**config.mk**
```make
export PLATFORM = sky130hd
export DESIGN_NAME = regfile_port_sequencer
export DESIGN_NICKNAME = d
export VERILOG_FILES = /design/src/rtl/regfile_pkg.sv /design/src/rtl/regfile_seq_outreg.sv /design/src/rtl/regfile_port_sequencer.sv
export SDC_FILE = /design/constraint.sdc
export NUM_CORES = 1
export LEC_CHECK = 0
export CAP_MARGIN = 20
export CORE_ASPECT_RATIO = 1.5
export CORE_MARGIN = 5
export CORE_UTILIZATION = 41
export DETAILED_ROUTE_END_ITERATION = 6
export PLACE_DENSITY_LB_ADDON = 0.05
export SYNTH_ARGS = -nofsm -noshare
export SYNTH_HDL_FRONTEND = slang
export SYNTH_HIERARCHICAL = 1
export SYNTH_SLANG_ARGS = --single-unit
export TNS_END_PERCENT = 30
```
**constraint.sdc**
```tcl
create_clock -name clk -period 1.7 [get_ports clk]
set_input_delay 0.17 -clock clk [delete_from_list [all_inputs] [get_ports clk]]
set_output_delay 0.17 -clock clk [all_outputs]
set_load 0.005 [all_outputs]
```
**src/rtl/regfile_pkg.sv**
```systemverilog
// Shared types and constants for the register-file bulk-access sequencer.
package regfile_pkg;

    localparam int unsigned DATA_WIDTH_DEF = 32;
    localparam int unsigned ADDR_WIDTH_DEF = 5;

    localparam logic MODE_DUMP  = 1'b0;
    localparam logic MODE_CLEAR = 1'b1;

    typedef enum logic [2:0] {
        IDLE  = 3'd0,
        CLEAR = 3'd1,
        DUMP  = 3'd2,
        DRAIN = 3'd3,
        FIN   = 3'd4
    } seq_state_t;

    // States in which an operation is in flight.
    function automatic logic seq_busy(input seq_state_t s);
        return (s == CLEAR) || (s == DUMP) || (s == DRAIN);
    endfunction

endpackage

```
**src/rtl/regfile_seq_outreg.sv**
```systemverilog
// Single-entry valid/ready output register for the dump stream.
module regfile_seq_outreg #(
    parameter int unsigned DATA_WIDTH = 32,
    parameter int unsigned ADDR_WIDTH = 5
) (
    input  logic                  clk,
    input  logic                  rst,
    input  logic                  load,
    input  logic [ADDR_WIDTH-1:0] addr_in,
    input  logic [DATA_WIDTH-1:0] data_in,
    input  logic                  last_in,
    input  logic                  ready,
    output logic                  valid,
    output logic [ADDR_WIDTH-1:0] addr,
    output logic [DATA_WIDTH-1:0] data,
    output logic                  last,
    output logic                  free_c
);

    logic                  valid_q, valid_d;
    logic [ADDR_WIDTH-1:0] addr_q, addr_d;
    logic [DATA_WIDTH-1:0] data_q, data_d;
    logic                  last_q, last_d;

    // Slot can take a new beat when empty or when the current beat leaves this cycle.
    assign free_c = !valid_q || ready;

    // Load a new beat, otherwise drop valid on handshake; payload holds while stalled.
    always_comb begin
        valid_d = valid_q;
        addr_d  = addr_q;
        data_d  = data_q;
        last_d  = last_q;
        if (load) begin
            valid_d = 1'b1;
            addr_d  = addr_in;
            data_d  = data_in;
            last_d  = last_in;
        end else if (valid_q && ready) begin
            valid_d = 1'b0;
        end
    end

    // Beat register with synchronous reset.
    always_ff @(posedge clk) begin
        if (rst) begin
            valid_q <= 1'b0;
            addr_q  <= '0;
            data_q  <= '0;
            last_q  <= 1'b0;
        end else begin
            valid_q <= valid_d;
            addr_q  <= addr_d;
            data_q  <= data_d;
            last_q  <= last_d;
        end
    end

    assign valid = valid_q;
    assign addr  = addr_q;
    assign data  = data_q;
    assign last  = last_q;

endmodule

```
**src/rtl/regfile_port_sequencer.sv**
```systemverilog
// Bulk CLEAR / DUMP initiator driving the register file write port and one read port.
module regfile_port_sequencer
    import regfile_pkg::*;
#(
    parameter int unsigned           DATA_WIDTH  = DATA_WIDTH_DEF,
    parameter int unsigned           ADDR_WIDTH  = ADDR_WIDTH_DEF,
    parameter logic [DATA_WIDTH-1:0] CLEAR_VALUE = '0
) (
    input  logic                  clk,
    input  logic                  rst,
    input  logic                  start,
    input  logic                  mode,
    output logic                  busy,
    output logic                  done,
    output logic                  rf_we,
    output logic [ADDR_WIDTH-1:0] rf_waddr,
    output logic [DATA_WIDTH-1:0] rf_wdata,
    output logic [ADDR_WIDTH-1:0] rf_raddr,
    input  logic [DATA_WIDTH-1:0] rf_rdata,
    output logic                  out_valid,
    input  logic                  out_ready,
    output logic [ADDR_WIDTH-1:0] out_addr,
    output logic [DATA_WIDTH-1:0] out_data,
    output logic                  out_last
);

    localparam int unsigned      NUM_REGS = 2 ** ADDR_WIDTH;
    localparam int unsigned      IDX_W    = ADDR_WIDTH + 1;
    localparam logic [IDX_W-1:0] LAST_IDX = IDX_W'(NUM_REGS - 1);
    localparam logic [IDX_W-1:0] IDX_ONE  = IDX_W'(1);

    seq_state_t            state_q, state_d;
    logic [IDX_W-1:0]      idx_q, idx_d;
    logic                  busy_q, busy_d;
    logic                  done_q, done_d;
    logic                  rf_we_q, rf_we_d;
    logic [ADDR_WIDTH-1:0] rf_waddr_q, rf_waddr_d;
    logic [DATA_WIDTH-1:0] rf_wdata_q, rf_wdata_d;

    logic                  ob_load_c;
    logic                  ob_last_c;
    logic                  ob_free_c;

    // Read address follows idx only while dumping; IDLE presents x0 so beat 0 can load at accept.
    assign rf_raddr  = (state_q == DUMP) ? idx_q[ADDR_WIDTH-1:0] : '0;
    assign ob_last_c = (state_q == DUMP) && (idx_q == LAST_IDX);

    // Next-state, index and registered-output computation.
    always_comb begin
        state_d   = state_q;
        idx_d     = idx_q;
        ob_load_c = 1'b0;
        unique case (state_q)
            IDLE: begin
                if (start) begin
                    if (mode == MODE_CLEAR) begin
                        state_d = CLEAR;
                        idx_d   = IDX_ONE;
                    end else begin
                        // x0 is captured at the accept edge, so the walk continues from 1.
                        state_d   = DUMP;
                        ob_load_c = ob_free_c;
                        idx_d     = IDX_ONE;
                    end
                end
            end
            CLEAR: begin
                idx_d = idx_q + IDX_ONE;
                if (idx_q == LAST_IDX) begin
                    state_d = FIN;
                end
            end
            DUMP: begin
                if (ob_free_c) begin
                    ob_load_c = 1'b1;
                    idx_d     = idx_q + IDX_ONE;
                    if (idx_q == LAST_IDX) begin
                        state_d = DRAIN;
                    end
                end
            end
            DRAIN: begin
                if (ob_free_c) begin
                    state_d = FIN;
                end
            end
            FIN: begin
                state_d = IDLE;
                idx_d   = '0;
            end
            default: begin
                state_d = IDLE;
                idx_d   = '0;
            end
        endcase

        // Outputs are registered from the state being entered so they line up with it.
        busy_d     = seq_busy(state_d);
        done_d     = (state_d == FIN);
        rf_we_d    = (state_d == CLEAR);
        rf_waddr_d = (state_d == CLEAR) ? idx_d[ADDR_WIDTH-1:0] : '0;
        rf_wdata_d = (state_d == CLEAR) ? CLEAR_VALUE : '0;
    end

    // State, index and output registers; reset aborts any operation in flight.
    always_ff @(posedge clk) begin
        if (rst) begin
            state_q    <= IDLE;
            idx_q      <= '0;
            busy_q     <= 1'b0;
            done_q     <= 1'b0;
            rf_we_q    <= 1'b0;
            rf_waddr_q <= '0;
            rf_wdata_q <= '0;
        end else begin
            state_q    <= state_d;
            idx_q      <= idx_d;
            busy_q     <= busy_d;
            done_q     <= done_d;
            rf_we_q    <= rf_we_d;
            rf_waddr_q <= rf_waddr_d;
            rf_wdata_q <= rf_wdata_d;
        end
    end

    assign busy     = busy_q;
    assign done     = done_q;
    assign rf_we    = rf_we_q;
    assign rf_waddr = rf_waddr_q;
    assign rf_wdata = rf_wdata_q;

    // Dump stream output slot.
    regfile_seq_outreg #(
        .DATA_WIDTH(DATA_WIDTH),
        .ADDR_WIDTH(ADDR_WIDTH)
    ) u_outreg (
        .clk    (clk),
        .rst    (rst),
        .load   (ob_load_c),
        .addr_in(rf_raddr),
        .data_in(rf_rdata),
        .last_in(ob_last_c),
        .ready  (out_ready),
        .valid  (out_valid),
        .addr   (out_addr),
        .data   (out_data),
        .last   (out_last),
        .free_c (ob_free_c)
    );

endmodule

```
==> out/metrics.cfg <==
[status]
status=finished clean

[power_and_ir_drop]
total_power_w=0.00288
swShare_pct=26.9
vdd_ir_drop_max_v=0.000457
power_frac_seq_pct=50.0
combPwrFrac_pct=25.0
internal_power_w=0.00211
pwr-share-clk_pct=25.0
p_sw_w=0.000775
cellPowerDensity_nw_per_um2=804
p_leak_nw=1.46

[synthesis]
synth_ff_type=dfxtp_1
synth_common_cells=dfxtp_1, nor2_1, mux2i_1, buf_4, nand2_1
synthArstFlopShare_pct=0
syn_area_um2=2550
yosysWarnings=6
ys_ff_latch=56
synth.most_common_cell=dfxtp_1
netlist_instances=259
ys_top_cells_by_area=dfxtp_1, mux2i_1, buf_4
synth_cell_types=46
synth_top_area_cell=dfxtp_1
ys_seq_area_share_pct=43.9
avgSynthCellArea_um2=9.86
synth_edf_count=0
synth_top_area_share_pct=43.9

[critical_path]
r2r_start=idx_q[0]
critical_path.max_stage_delay_ps=360
cp_num_cells=5
critPathSlowestCell=dfxtp_1
cp.arrival_ps=1840
rrSetupSlack_ps=80
rr_worst_depth=5
crit_required_ps=1920
setup.worst_path.start=idx_q[0]
path_buf_inv=0
cp-end-kind=flop
r2r-end=busy
path_class=reg2reg
crit_path_cell_trace=ha_1, or2b_1, o311ai_4, nand2_1, a221oi_2
crit_fanout=4
path_delay_family=compound AO/OA/AOI/OAI gates
startpoint_type=flop

[global_routing]
grt_pass1_wl_um=9520
grt_max_degree=43
grt_use_total_pct=15.4
antenna_found_initial=0
grt_remaining_overflow=0
grt_pass1_vias=1959

[floorplan]
dieArea_um2=7940
rows=35
core-area_um2=6090
ios=121
initial_core_util_pct=42.0
dieWidth_um=74.5
die_y_um=107

[sta]
min_period_over_period_pct=95.4
timing.fmax_ghz=0.617
rsz0062_at_grt=false
period_minus_slack_ps=1620
skew_ps=5.96
whs_ps=475
setup_viol=0
finalHoldViolations=0
finalMaxSlewViolations=0

[clock_network]
cts_tree=done
cts_hold_buf=0
cts_sinks=56
insertion_delay_ps=300
cts_max_path_buffers=2
htree_levels=2
clkTransAtPathRegs_ps=100
root_buffer=clkbuf_8
cts_buffers=5

[placement]
dp_hpwl_um=4730
gp_congestion=0.760
port_buffers=88
dpl_cell_area_um2=3490

[hold_path]
hold_class=in2reg
whs_endpoint=u_outreg/data[10]
holdCritStartpoint=rf_rdata[10]
holdPathStages=3

[finish]
fin_area_um2=3580
final_net_count=400
drive_gt1_share_pct=11.8
postLayoutCoreUtil_pct=58.9
n_antenna_cell=0
areaGrowthSynthToFinish_pct=40.3

[drt]
dr.pass1.iters=4
drc=0
vias=2028
wl_um=6110
drt-initial-drc-count=66
ant_nets=0
routed_via_density=4.64
wire_per_inst_um=14.0

[job]
drv_cap=0

## per-stage QoR
step                      worst slack (ps)  instances  setup TNS [ps]
after floorplan                        136        290               0
after global placement                -136        429           -3960
after detailed placement              -142        429           -4200
after CTS                             33.6        437               0
after global routing                  17.0        437               0
final                                 78.2        437               0
## worst reg2reg max path: cells and delay by family, from the launching register on
| kind | cells | cell delay (ps) |
|---|---|---|
| AOI/OAI and AO/OA | 2 | 540 |
| adders and majority gates | 1 | 170 |
| DFF | 1 | 360 |
| and+or+nand+nor | 2 | 470 |
## cell families (layout without fill, tap and decap cells)
group                      Yosys count  in the layout  share of synthesized area, %
AOI/OAI and AO/OA                   23             23                          7.93
adders and majority gates            1              1                         0.490
DFF                                 56             56                          43.9
muxes                               39             39                          15.3
other                                1             32                         0.147
buffers and inverters               51            124                          14.8
and+or+nand+nor                     87             87                          17.1
xor gates and xnor gates             1              1                         0.343
## power groups by stage
stage                     combinational [W]  clock, W  sequential (W)
after floorplan                    0.000423         0         0.00148
after global placement             0.000710         0         0.00147
after detailed placement           0.000713         0         0.00147
after CTS                          0.000716  0.000753         0.00144
after global routing               0.000779  0.000790         0.00145
final                              0.000719  0.000720         0.00144
## flip-flops by register name, indices dropped and copies added (netlist names)
| signal | flops |
|---|---|
| u_outreg/data | 32 |
| idx_q | 6 |
| rf_waddr | 5 |
| u_outreg/addr | 5 |
| state_q | 3 |
| busy | 1 |
| done | 1 |
| rf_we | 1 |
| u_outreg/last | 1 |
| u_outreg/valid | 1 |
## placed cells by master (no fill, tap or decap), types with 2 or more instances in the layout
cell / instances
mux2i_1: 39
clkbuf_8: 5
and2_1: 5
clkbuf_1: 2
nor2_1: 51
dfxtp_1: 55
clkdlybuf4s50_1: 83
buf_12: 2
nand2b_1: 4
dlygate4sd2_1: 5
inv_1: 5
nor4_1: 2
nor3_1: 3
buf_4: 21
nand2_1: 7
conb_1: 32
a221oi_2: 2
nand3_1: 2
a21oi_1: 6
a211oi_1: 2
## what timing repair did
item                                    CTS  global route
pin swaps                                 0             1
endpoints found under the setup margin    5            21
gates resized for setup                   5             3
buffers inserted                          0             0
endpoints found under the hold margin     0             0
## metal layers
layer / routed length (um) / vias to the layer above / track usage [%]
met5: 0 / - / 0
met3: 434 / 6 / 4.60
met1: 2240 / 956 / 16.4
met4: 72 / 0 / 4.45
li1: - / 1005 / -
met2: 3370 / 61 / 28.1
## cell type report
class                           instances  area [um2]
Clock buffer                            7        76.3
Clock inverter                          1        8.76
Fill cell                             571        2500
Inverter                                5        18.8
Multi-Input combinational cell        183        1190
Sequential cell                        56        1120
Tap cell                               74        92.6
Timing Repair Buffer                  111        1070
## worst max-delay path by stage
stage / endpoint
floorplan: rf_waddr[0]
global placement: u_outreg/data[18]
detailed placement: u_outreg/data[3]
CTS: rf_raddr[1]
global route: rf_raddr[1]
finish: busy
(Power assumes the default switching activity.)
